[config.mk]
export PLATFORM = sky130hd
export DESIGN_NAME = psum_requant
export DESIGN_NICKNAME = d
export VERILOG_FILES = /design/src/rtl/psum_requant_pkg.sv /design/src/rtl/requant_unit.sv /design/src/rtl/psum_requant.sv
export SDC_FILE = /design/constraint.sdc
export NUM_CORES = 1
export LEC_CHECK = 0
export CAP_MARGIN = 20
export CORE_MARGIN = 4
export CORE_UTILIZATION = 47
export CTS_CLUSTER_DIAMETER = 50
export CTS_CLUSTER_SIZE = 30
export DETAILED_ROUTE_END_ITERATION = 10
export PLACE_DENSITY_LB_ADDON = 0.3
export SKIP_LAST_GASP = 1
export SYNTH_ARGS = -nofsm -noshare
export SYNTH_HDL_FRONTEND = slang
export SYNTH_SLANG_ARGS = --single-unit
export TNS_END_PERCENT = 30
[constraint.sdc]
create_clock -name clk_i -period 11 [get_ports clk_i]
set_clock_uncertainty 0.05 [all_clocks]
set_input_delay 1.65 -clock clk_i [delete_from_list [all_inputs] [get_ports clk_i]]
set_output_delay 1.65 -clock clk_i [all_outputs]
set_load 0.1 [all_outputs]
[src/rtl/psum_requant_pkg.sv]
// Shared definitions for the partial-sum requantiser.
//   - Width macros for the PE array and everything downstream of it.
//   - FSM state enumeration used by psum_requant.
// No ports; import with psum_requant_pkg::*.

`ifndef DATA_WIDTH
`define DATA_WIDTH 8
`endif

`ifndef INPUT_SIZE
`define INPUT_SIZE 8
`endif

`ifndef PSUM_WIDTH
`define PSUM_WIDTH (2*`DATA_WIDTH+2)
`endif

`ifndef N_OUT
`define N_OUT (`INPUT_SIZE-2)
`endif

package psum_requant_pkg;

    typedef enum logic [0:0] {
        ST_IDLE  = 1'b0,
        ST_DRAIN = 1'b1
    } rq_state_t;

endpackage

[src/rtl/requant_unit.sv]
// Combinational requantiser: ReLU, round-half-up right shift, unsigned saturate.
// Ports:
//   i_psum  [PSUM_WIDTH]  signed two's-complement partial sum
//   o_data  [DATA_WIDTH]  unsigned requantised element

module requant_unit #(
    parameter int PSUM_WIDTH = 18,
    parameter int DATA_WIDTH = 8,
    parameter int SHIFT      = 4
) (
    input  logic signed [PSUM_WIDTH-1:0] i_psum,
    output logic        [DATA_WIDTH-1:0] o_data
);

    // One guard bit so the rounding add can never overflow.
    localparam int RW = PSUM_WIDTH + 1;

    logic signed [RW-1:0] w_ext;
    logic signed [RW-1:0] w_shf;
    logic                 w_neg;
    logic                 w_sat;

    assign w_ext = {i_psum[PSUM_WIDTH-1], i_psum};
    assign w_neg = i_psum[PSUM_WIDTH-1];

    generate
        if (SHIFT == 0) begin : g_noshift
            assign w_shf = w_ext;
        end else begin : g_shift
            logic signed [RW-1:0] w_rnd;
            assign w_rnd = w_ext + RW'(2 ** (SHIFT - 1));
            assign w_shf = w_rnd >>> SHIFT;
        end
    endgenerate

    // Only non-negative values reach here, so any set bit above the
    // output width means the value exceeds the unsigned maximum.
    assign w_sat = |w_shf[RW-1:DATA_WIDTH];

    always_comb begin
        o_data = w_shf[DATA_WIDTH-1:0];
        if (w_neg) begin
            o_data = '0;
        end else if (w_sat) begin
            o_data = '1;
        end
    end

endmodule

[src/rtl/psum_requant.sv]
// Captures a PE partial-sum vector on done_i and drains it one requantised
// element per transfer over a valid/ready stream.
// Ports:
//   clk_i        clock, rising edge
//   rst          synchronous active-high reset
//   psum_i       N_OUT signed partial sums, valid with done_i
//   done_i       PE completion strobe
//   out_valid_o  out_data_o valid
//   out_ready_i  downstream accept
//   out_data_o   requantised unsigned element
//   out_last_o   marks element N_OUT-1
//   busy_o       vector buffered
//   drop_o       sticky: a done_i arrived while busy and was discarded
//
// state    | meaning
// ---------+-----------------------------------------------
// ST_IDLE  | bank empty, waiting for done_i
// ST_DRAIN | bank holds a vector, presenting bank[idx]

module psum_requant
    import psum_requant_pkg::*;
#(
    parameter  int DATA_WIDTH = `DATA_WIDTH,
    parameter  int INPUT_SIZE = `INPUT_SIZE,
    parameter  int SHIFT      = 4,
    localparam int PSUM_WIDTH = 2*DATA_WIDTH + 2,
    localparam int N_OUT      = INPUT_SIZE - 2
) (
    input  logic                         clk_i,
    input  logic                         rst,
    input  logic signed [PSUM_WIDTH-1:0] psum_i [N_OUT],
    input  logic                         done_i,
    output logic                         out_valid_o,
    input  logic                         out_ready_i,
    output logic        [DATA_WIDTH-1:0] out_data_o,
    output logic                         out_last_o,
    output logic                         busy_o,
    output logic                         drop_o
);

    localparam int IDX_W = (N_OUT > 1) ? $clog2(N_OUT) : 1;
    localparam logic [IDX_W-1:0] LAST_IDX = IDX_W'(N_OUT - 1);

    rq_state_t                    r_state;
    rq_state_t                    w_next_state;
    logic        [IDX_W-1:0]      r_idx;
    logic signed [PSUM_WIDTH-1:0] r_bank [N_OUT];
    logic                         r_drop;

    logic                  w_drain;
    logic                  w_xfer;
    logic                  w_at_last;
    logic                  w_final_xfer;
    logic                  w_capture;
    logic                  w_drop_evt;
    logic [DATA_WIDTH-1:0] w_req;

    assign w_drain      = (r_state == ST_DRAIN);
    assign w_xfer       = w_drain && out_ready_i;
    assign w_at_last    = (r_idx == LAST_IDX);
    assign w_final_xfer = w_xfer && w_at_last;
    // A new vector is accepted when idle, or on the cycle the last element
    // leaves so back-to-back vectors stream without a bubble.
    assign w_capture    = done_i && (!w_drain || w_final_xfer);
    assign w_drop_evt   = done_i && w_drain && !w_final_xfer;

    always_ff @(posedge clk_i) begin
        if (rst) begin
            r_state <= ST_IDLE;
        end else begin
            r_state <= w_next_state;
        end
    end

    always_comb begin
        w_next_state = r_state;
        case (r_state)
            ST_IDLE: begin
                if (done_i) begin
                    w_next_state = ST_DRAIN;
                end
            end
            ST_DRAIN: begin
                if (w_final_xfer && !done_i) begin
                    w_next_state = ST_IDLE;
                end
            end
            default: w_next_state = ST_IDLE;
        endcase
    end

    always_ff @(posedge clk_i) begin
        if (rst) begin
            r_idx  <= '0;
            r_drop <= 1'b0;
        end else begin
            if (w_capture || w_final_xfer) begin
                r_idx <= '0;
            end else if (w_xfer) begin
                r_idx <= r_idx + IDX_W'(1);
            end
            if (w_drop_evt) begin
                r_drop <= 1'b1;
            end
        end
    end

    // Bank contents are don't-care after reset, so no reset term here.
    always_ff @(posedge clk_i) begin
        if (w_capture) begin
            r_bank <= psum_i;
        end
    end

    requant_unit #(
        .PSUM_WIDTH (PSUM_WIDTH),
        .DATA_WIDTH (DATA_WIDTH),
        .SHIFT      (SHIFT)
    ) u_requant (
        .i_psum (r_bank[r_idx]),
        .o_data (w_req)
    );

    always_comb begin
        out_valid_o = 1'b0;
        out_data_o  = '0;
        out_last_o  = 1'b0;
        busy_o      = 1'b0;
        drop_o      = r_drop;
        if (w_drain) begin
            out_valid_o = 1'b1;
            out_data_o  = w_req;
            out_last_o  = w_at_last;
            busy_o      = 1'b1;
        end
    end

endmodule

==> results.cfg, run 1 <==
[critical_path]
endpoint = out_data_o[7]
reg2regPathDepth = 6
cp.arrival_ns = 4.65
path_cells = or2_1 -> nor2_1 -> or3_1 -> ha_1 -> and4_1 -> a41oi_1 -> nor3_1 -> xor2_1 -> o211ai_1 -> clkdlybuf4s50_1
slowest_delay_ns = 1.17
critPathRequiredTime_ns = 9.30
crit_path_max_fanout = 29
cp-end-kind = primary output
rrSetupSlack_ns = 8.22
critPathKind = reg -> out
cp_slowest_cell = clkdlybuf4s50_1
timing.rr.end = r_bank[10]$_DFFE_PP_
worst-path-stages = 10
worstReg2RegStart = r_idx[0]$_SDFFE_PP0P_
worst-path-buf-inv = 1
crit_start = r_idx[0]$_SDFFE_PP0P_
cp-start-kind = flip-flop
cp_top_family = simple AND/OR/NAND/NOR gates

[pwr]
p_int_mw = 0.581
power.share.combinational_pct = 16.7
peakVddDrop_v = 0.0000760
clock_power_share_pct = 28.7
leakage_nw = 1.79
p_sw_share_pct = 25.8
p_switching_mw = 0.202
p_seq_share_pct = 54.5
powerDensity_nw_per_um2 = 146

[global_routing]
grt_use_total_pct = 16.7
antenna_found_initial = 0
overflow = 0
grt_pass1_wl_mm = 12.8
grt_max_degree = 92
grt_pass1_vias = 2640

[placement]
port_buffers = 105
routabilityCongestion = 0.725
post-dp-hpwl_mm = 5.81
postPlaceCellArea_um2 = 5150
dp_cells = 450

[sta]
hold_viol = 0
setup_viol = 0
slew_headroom_pct = 31.7
timing.final.crit_share_pct = 57.7
fmax_mhz = 157
tns_ns = 0
worst_pin_slew_ns = 1.02
final.min_clock_period_ns = 6.35
grt_setup_unrepaired = false
drv_slew = 0

[clock_tree]
holdBufCountCts = 0
clk_latency_ns = 0.36
cts_made_buffers = 9
ctsHtreeMaxLevel = 3
tritoncts = done
clock_tree.buffer_depth = 2
root_buffer = clkbuf_8
post_cts_buffers = 0
cts_resized = 0
path_clk_slew_ns = 0.09
cts_sinks = 95

[routing]
highest_layer = met4
met2_length_mm = 4.07
wl_met3_um = 491
dr_total_vias = 2505
wl_per_cell_um = 17.6
wl_met1_mm = 3.52
drc = 0
dr.pass1.iters = 4
via_per_inst = 5.36
drt-total-wl_mm = 8.23
drtIter0Drc = 88
antenna_left = 0

[die]
start_util_pct = 48.8
dieWidth_um = 101
coreArea_um2 = 8260
row_count = 33
boundaryPins = 124
fp.dieArea_um2 = 10100
die_y_um = 101

[synthesis]
synthesis.area_um2 = 4030
synth-main-ff-cell = edfxtp_1
avgSynthCellArea_um2 = 16.1
syn-instance-count = 250
syn-num-nets = 365
ys.warnings.count = 0
synth_edf_count = 90
ys_seq_area_share_pct = 69.6
ys_seq_elements = 95
async_reset_ff_share_pct = 0
ys_types = 49

[finish]
postLayoutCellArea_um2 = 5370
nets = 472
post-route-util_pct = 65.1
diodes = 0
instances_no_fill = 467
drive_above_1_share_pct = 9.67
area_growth_pct = 33.5

[status]
status = completed

[flow_run]
maxCapViolations = 0

[min_path]
min_path_type = reg -> reg
flip-flops by register name (all words and copies together) (netlist names):
name,count
drop_o,1
r_bank,90
r_idx,3
r_state,1
cells by family (layout without fill, tap and decap cells):
logic type      Yosys count  count (layout)  share of synthesized area (%)
buf+inv                  16             128                           2.55
flops                    95              95                           69.6
compound gates           41              41                           7.89
fa+ha+maj                 3               3                          0.932
mux                      38              38                           11.6
xor+xnor                  7               7                           1.52
simple gates             50              50                           5.94
Yosys cell counts (3+ instances only):
cell / number / area (um^2)
mux2i_1: 30 / 300
nor2_1: 24 / 90.1
inv_1: 3 / 11.3
ha_1: 3 / 37.5
buf_4: 5 / 37.5
nand2_1: 5 / 18.8
edfxtp_1: 90 / 2700
o21ai_0: 4 / 20.0
a21oi_1: 8 / 40.0
mux4_2: 4 / 90.1
dfxtp_1: 5 / 100
nor3_1: 3 / 15.0
o22ai_1: 6 / 37.5
xor2_1: 5 / 43.8
o211ai_1: 7 / 52.6
buf_6: 3 / 33.8
nand3_1: 5 / 25.0
and3_1: 3 / 18.8
stage by stage:
stage / worst slack, ns / power, mW / hold slack, ns
2_1_floorplan: 1.35 / 0.515 / 0.554
3_3_place_gp: 5.02 / 0.562 / 0.402
3_5_place_dp: 5.00 / 0.566 / 0.443
4_1_cts: 4.61 / 0.791 / 0.488
5_1_grt: 4.39 / 0.813 / 0.554
6_report: 4.65 / 0.782 / 0.477
power groups by stage:
| stage | clock, mW | sequential (mW) | combinational, mW |
|---|---|---|---|
| after detailed placement | 0 | 0.436 | 0.130 |
| after CTS | 0.233 | 0.427 | 0.130 |
| after global routing | 0.246 | 0.429 | 0.138 |
| after global placement | 0 | 0.434 | 0.128 |
| final | 0.225 | 0.427 | 0.131 |
| after floorplan | 0 | 0.440 | 0.0759 |
cell type report:
type / instances / area, um^2
clock buffer: 9 / 124
clock inverter: 7 / 72.6
fill: 581 / 2880
inverter: 4 / 15.0
multi-input combinational: 139 / 1130
sequential: 95 / 2810
tap: 105 / 131
timing repair buffer: 108 / 1090
layout by cell type, fill, tap and decap left out, types with 2 or more instances in the layout:
cell type / instances
a21oi_1: 8
a31oi_1: 2
and3_1: 3
buf_4: 2
clkbuf_8: 9
clkdlybuf4s50_1: 105
clkinv_2: 2
clkinvlp_4: 2
dfxtp_1: 3
dfxtp_2: 2
edfxtp_1: 90
ha_1: 3
inv_1: 3
mux2_2: 2
mux2i_1: 30
mux4_1: 2
mux4_2: 4
nand2_1: 5
nand2b_1: 2
nand3_1: 5
nor2_1: 24
nor3_1: 3
o211ai_1: 7
o21ai_0: 4
o22ai_1: 6
xnor2_1: 2
xor2_1: 5
tightest hold or removal path: stages, from the launching register on:
cell and delay [ns]:
dfxtp_1 0.35, a31oi_1 0.04, nor2_1 0.10
routing by layer:
metal / global-route usage, % / up-vias
li1: - / 1195
met3: 3.94 / 16
met2: 28.1 / 94
met4: 6.94 / 0
met1: 20.6 / 1200
met5: 0 / -
worst min path at each step:
stage | start | endpoint | cells past startpoint
after floorplan | r_idx[0]$_SDFFE_PP0P_ | r_idx[1]$_SDFFE_PP0P_ | 2
after global placement | drop_o$_SDFFE_PP0P_ | drop_o$_SDFFE_PP0P_ | 2
after detailed placement | drop_o$_SDFFE_PP0P_ | drop_o$_SDFFE_PP0P_ | 2
after CTS | drop_o$_SDFFE_PP0P_ | drop_o$_SDFFE_PP0P_ | 2
after global routing | drop_o$_SDFFE_PP0P_ | drop_o$_SDFFE_PP0P_ | 2
final | drop_o$_SDFFE_PP0P_ | drop_o$_SDFFE_PP0P_ | 2
No activity file was read; power rests on OpenSTA's default activity.
==> run 2, diff against run 1 <==
Clock period 11 ns to 6.1 ns, I/O delays scaled along.
==> run 2 against run 1 <==
Effect of this change: critical path type unchanged; non-clock buffer count unchanged; register-to-register slack got worse by 4.9 ns; core utilization shrank 0.53 points; final cell count stayed put; sequential cell count did not move; final area down 0.81%; global-route usage fell by 0.22 points; sequential share of layout area increased by 0.43 points; clock-buffer cell count increased by 1; setup slack lost 3.4 ns; hold slack lost 0.038 ns; critical path depth decreased by 2.
==> results.cfg, run 2 (same netlist as run 1, synthesis figures left out) <==
[die]
coreArea_um2 = 8260
dieWidth_um = 101
die_y_um = 101
row_count = 33
fp.dieArea_um2 = 10100
start_util_pct = 48.8
boundaryPins = 124

[global_routing]
antenna_found_initial = 0
overflow = 0
grt_pass1_wl_mm = 12.7
grt_pass1_vias = 2652
grt_max_degree = 92
grt_use_total_pct = 16.5

[critical_path]
cp-end-kind = primary output
slowest_delay_ns = 0.92
timing.rr.end = r_bank[102]$_DFFE_PP_
critPathRequiredTime_ns = 5.13
crit_path_max_fanout = 29
cp_slowest_cell = dfxtp_2
reg2regPathDepth = 6
cp.arrival_ns = 3.87
cp-start-kind = flip-flop
critPathKind = reg -> out
rrSetupSlack_ns = 3.29
worstReg2RegStart = r_idx[0]$_SDFFE_PP0P_
path_cells = or2_1 -> nor2_1 -> or3_1 -> ha_1 -> or4_4 -> o311ai_4 -> o211ai_1 -> buf_4

[finish]
diodes = 0
instances_no_fill = 467
nets = 472
final_common_cell = clkdlybuf4s50_1
area_growth_pct = 32.4
layout_common_cells = clkdlybuf4s50_1, edfxtp_1, mux2i_1
largest_reg_flops = 90
post-route-util_pct = 64.5
top_regs = r_bank (90), r_idx (3)
regMostFlops = r_bank
drive_above_1_share_pct = 11.3
postLayoutCellArea_um2 = 5330

[min_path]
hold_path_end = drop_o$_SDFFE_PP0P_
min_path_type = reg -> reg
min_from = drop_o$_SDFFE_PP0P_
hold_depth = 2

[clock_tree]
cts_made_buffers = 9
path_clk_slew_ns = 0.08
post_cts_buffers = 0
tritoncts = done
cts_sinks = 95
ctsHtreeMaxLevel = 3
clk_latency_ns = 0.35
holdBufCountCts = 0
root_buffer = clkbuf_8
clock_tree.buffer_depth = 2
cts_resized = 0

[pwr]
leakage_nw = 1.79
peakVddDrop_v = 0.000131
powerDensity_nw_per_um2 = 256
power_mw = 1.36

[placement]
routabilityCongestion = 0.782
port_buffers = 105
postPlaceCellArea_um2 = 5130
post-place-ws_ns = 1.62
post-dp-hpwl_mm = 5.85
dp_cells = 450

[routing]
drt-total-wl_mm = 8.27
antenna_left = 0
drtIter0Drc = 115
via_per_inst = 5.36
dr.pass1.iters = 4
dr_total_vias = 2501
wl_per_cell_um = 17.7
drc = 0

[sta]
grt_setup_unrepaired = false
setup_viol = 0
tns_ns = 0
drv_slew = 0
slew_headroom_pct = 35.0
timing.final.crit_share_pct = 79.3
fmax_mhz = 207
fin_ws_ns = 1.26
worst_hold_slack_ns = 0.439
hold_viol = 0
final.min_clock_period_ns = 4.84
worst_pin_slew_ns = 0.972

[flow_run]
maxCapViolations = 0

[status]
status = completed
-- run 2: changes by cell type in the layout (fill, tap and decap cells not counted) --
cell and change:
clkdlybuf4s50_1 -8, clkinv_2 -2, bufinv_16 -1, clkinv_1 +1
buf_4 +8, clkinv_4 +1, clkbuf_1 +1
-- run 2: critical path: cells and delay by family (launching register included) --
kind | cells | cell delay [ns]
compound gates | 2 | 0.56
fa+ha+maj | 1 | 0.27
buf+inv | 1 | 0.27
simple gates | 4 | 1.48
flops | 1 | 0.92
-- run 2: power by group --
part | switching (mW) | internal, mW | total, mW | leakage, nW
Clock | 0.212 | 0.150 | 0.362 | 0.0805
Sequential | 0.0169 | 0.755 | 0.772 | 0.899
Combinational | 0.131 | 0.0999 | 0.231 | 0.812
Total | 0.360 | 1.00 | 1.36 | 1.79
-- run 2: area by class of cell --
class | count | area (um^2)
inverter | 4 | 15.0
sequential | 95 | 2810
fill | 603 | 2930
multi-input combinational | 139 | 1130
clock inverter | 6 | 45.0
tap | 105 | 131
timing repair buffer | 108 | 1070
clock buffer | 10 | 128
-- run 2: worst max-delay path by stage --
stage                     depth (start not counted)               endpoint                  start  slack [ns]
after global routing                             10          out_data_o[7]  r_idx[0]$_SDFFE_PP0P_        1.01
final                                             8          out_data_o[6]  r_idx[0]$_SDFFE_PP0P_        1.26
after global placement                            8          out_data_o[6]  r_idx[0]$_SDFFE_PP0P_        1.68
after floorplan                                   4  r_bank[100]$_DFFE_PP_     r_state$_SDFF_PP0_        0.73
after CTS                                         8          out_data_o[6]  r_idx[0]$_SDFFE_PP0P_        1.22
after detailed placement                          8          out_data_o[6]  r_idx[0]$_SDFFE_PP0P_        1.62
-- run 2: metal layers --
| metal | up-vias | part of all wire, % | track usage [%] |
|---|---|---|---|
| li1 | 1197 | - | - |
| met1 | 1209 | 42 | 20.7 |
| met3 | 10 | 5.8 | 3.67 |
| met5 | - | 0 | 0 |
| met2 | 85 | 51 | 27.7 |
| met4 | 0 | 1.5 | 6.53 |
==> run 3, diff against run 2 <==
Settings changed: CORE_UTILIZATION 47 to 42.
Clock period 6.1 ns to 4.3 ns, I/O delays scaled along.
==> run 3 against run 2 <==
Effect of this change: sequential cell count unchanged; non-clock buffer count increased by 3; core utilization decreased by 5.6 points; total power increased by 47%.
==> results.cfg, run 3 (same netlist as run 1, synthesis figures left out) <==
[placement]
post-dp-hpwl_mm = 6.19
post-place-ws_ns = 0.405
port_buffers = 105
dp_cells = 478
postPlaceCellArea_um2 = 5290
routabilityCongestion = 0.796

[finish]
area_growth_pct = 35.9
layout_common_cells = clkdlybuf4s50_1, edfxtp_1, mux2i_1
instances_no_fill = 493
postLayoutCellArea_um2 = 5470
largest_reg_flops = 90
nets = 475
drive_above_1_share_pct = 12.6
fillCellCount = 775
diodes = 0
regMostFlops = r_bank
top_regs = r_bank (90), r_idx (3)
post-route-util_pct = 58.9
final_common_cell = clkdlybuf4s50_1

[critical_path]
cp-start-kind = flip-flop
critPathKind = reg -> out
crit_path_max_fanout = 19
cp-end-kind = primary output
critPathRequiredTime_ns = 3.61
cp.arrival_ns = 3.37

[die]
fp.dieArea_um2 = 11200
start_util_pct = 43.4
boundaryPins = 124
coreArea_um2 = 9280
die_y_um = 106
row_count = 35
dieWidth_um = 106

[clock_tree]
post_cts_buffers = 0
ctsHtreeMaxLevel = 3
path_clk_slew_ns = 0.09
cts_resized = 0
clock_tree.buffer_depth = 2
tritoncts = done
holdBufCountCts = 0
clk_latency_ns = 0.35
cts_sinks = 95
root_buffer = clkbuf_8
cts_made_buffers = 9

[sta]
slew_headroom_pct = 35.5
worst_hold_slack_ns = 0.420
tns_ns = 0
fmax_mhz = 246
worst_pin_slew_ns = 0.964
setup_viol = 0
timing.final.crit_share_pct = 94.4
fin_ws_ns = 0.239
drv_slew = 0
hold_viol = 0
final.min_clock_period_ns = 4.06
grt_setup_unrepaired = false

[routing]
wl_per_cell_um = 17.5
drc = 0
antenna_left = 0
drt-total-wl_mm = 8.64
dr_total_vias = 2517
dr.pass1.iters = 4
drtIter0Drc = 127
via_per_inst = 5.11

[pwr]
peakVddDrop_v = 0.000186
powerDensity_nw_per_um2 = 367
power_mw = 2.01
leakage_nw = 1.84

[status]
status = completed

[flow_run]
maxCapViolations = 0

[global_routing]
grt_max_degree = 63
grt_use_total_pct = 15.8
grt_pass1_wl_mm = 13.4
antenna_found_initial = 0
overflow = 0
grt_pass1_vias = 2686

[min_path]
min_path_type = reg -> reg
## run 3: where the power goes
part | internal [mW] | leakage, nW | switching (mW)
logic | 0.167 | 0.851 | 0.200
registers | 1.07 | 0.899 | 0.0177
clock network | 0.261 | 0.0872 | 0.290
## run 3: worst paths after layout
| check | slack (ns) | startpoint | cells past startpoint | to |
|---|---|---|---|---|
| max | 0.24 | r_idx[1]$_SDFFE_PP0P_ | 8 | out_data_o[6] |
| min | 0.42 | drop_o$_SDFFE_PP0P_ | 2 | drop_o$_SDFFE_PP0P_ |
| max reg2reg | 1.57 | r_idx[1]$_SDFFE_PP0P_ | 9 | r_idx[1]$_SDFFE_PP0P_ |
| min reg2reg | 0.42 | drop_o$_SDFFE_PP0P_ | 2 | drop_o$_SDFFE_PP0P_ |
## run 3: layout make-up
type                    count  area, um^2  share of cell area [%]
clock buffers              10         128                    2.33
clock inverters             5        50.0                   0.915
inverters                   4        15.0                   0.274
multi-input cells         139        1140                    20.8
flip-flops and latches     95        2810                    51.3
well taps                 129         161                    2.95
repair buffers            111        1170                    21.4
## run 3: metal layers
layer | up-vias | routed length (um) | global-route usage, %
met1 | 1231 | 3480 | 18.6
li1 | 1204 | - | -
met2 | 71 | 4590 | 27.7
met3 | 11 | 401 | 3.28
met5 | - | 0 | 0
met4 | 0 | 176 | 7.40
## run 3: worst max-delay path: stages (launching register included)
cell      delay [ns]
dfxtp_2         0.61
buf_4           0.38
mux4_2          0.40
and3_1          0.20
a31oi_1         0.54
nor3_1          0.16
xor2_1          0.19
o211ai_1        0.30
buf_12          0.22
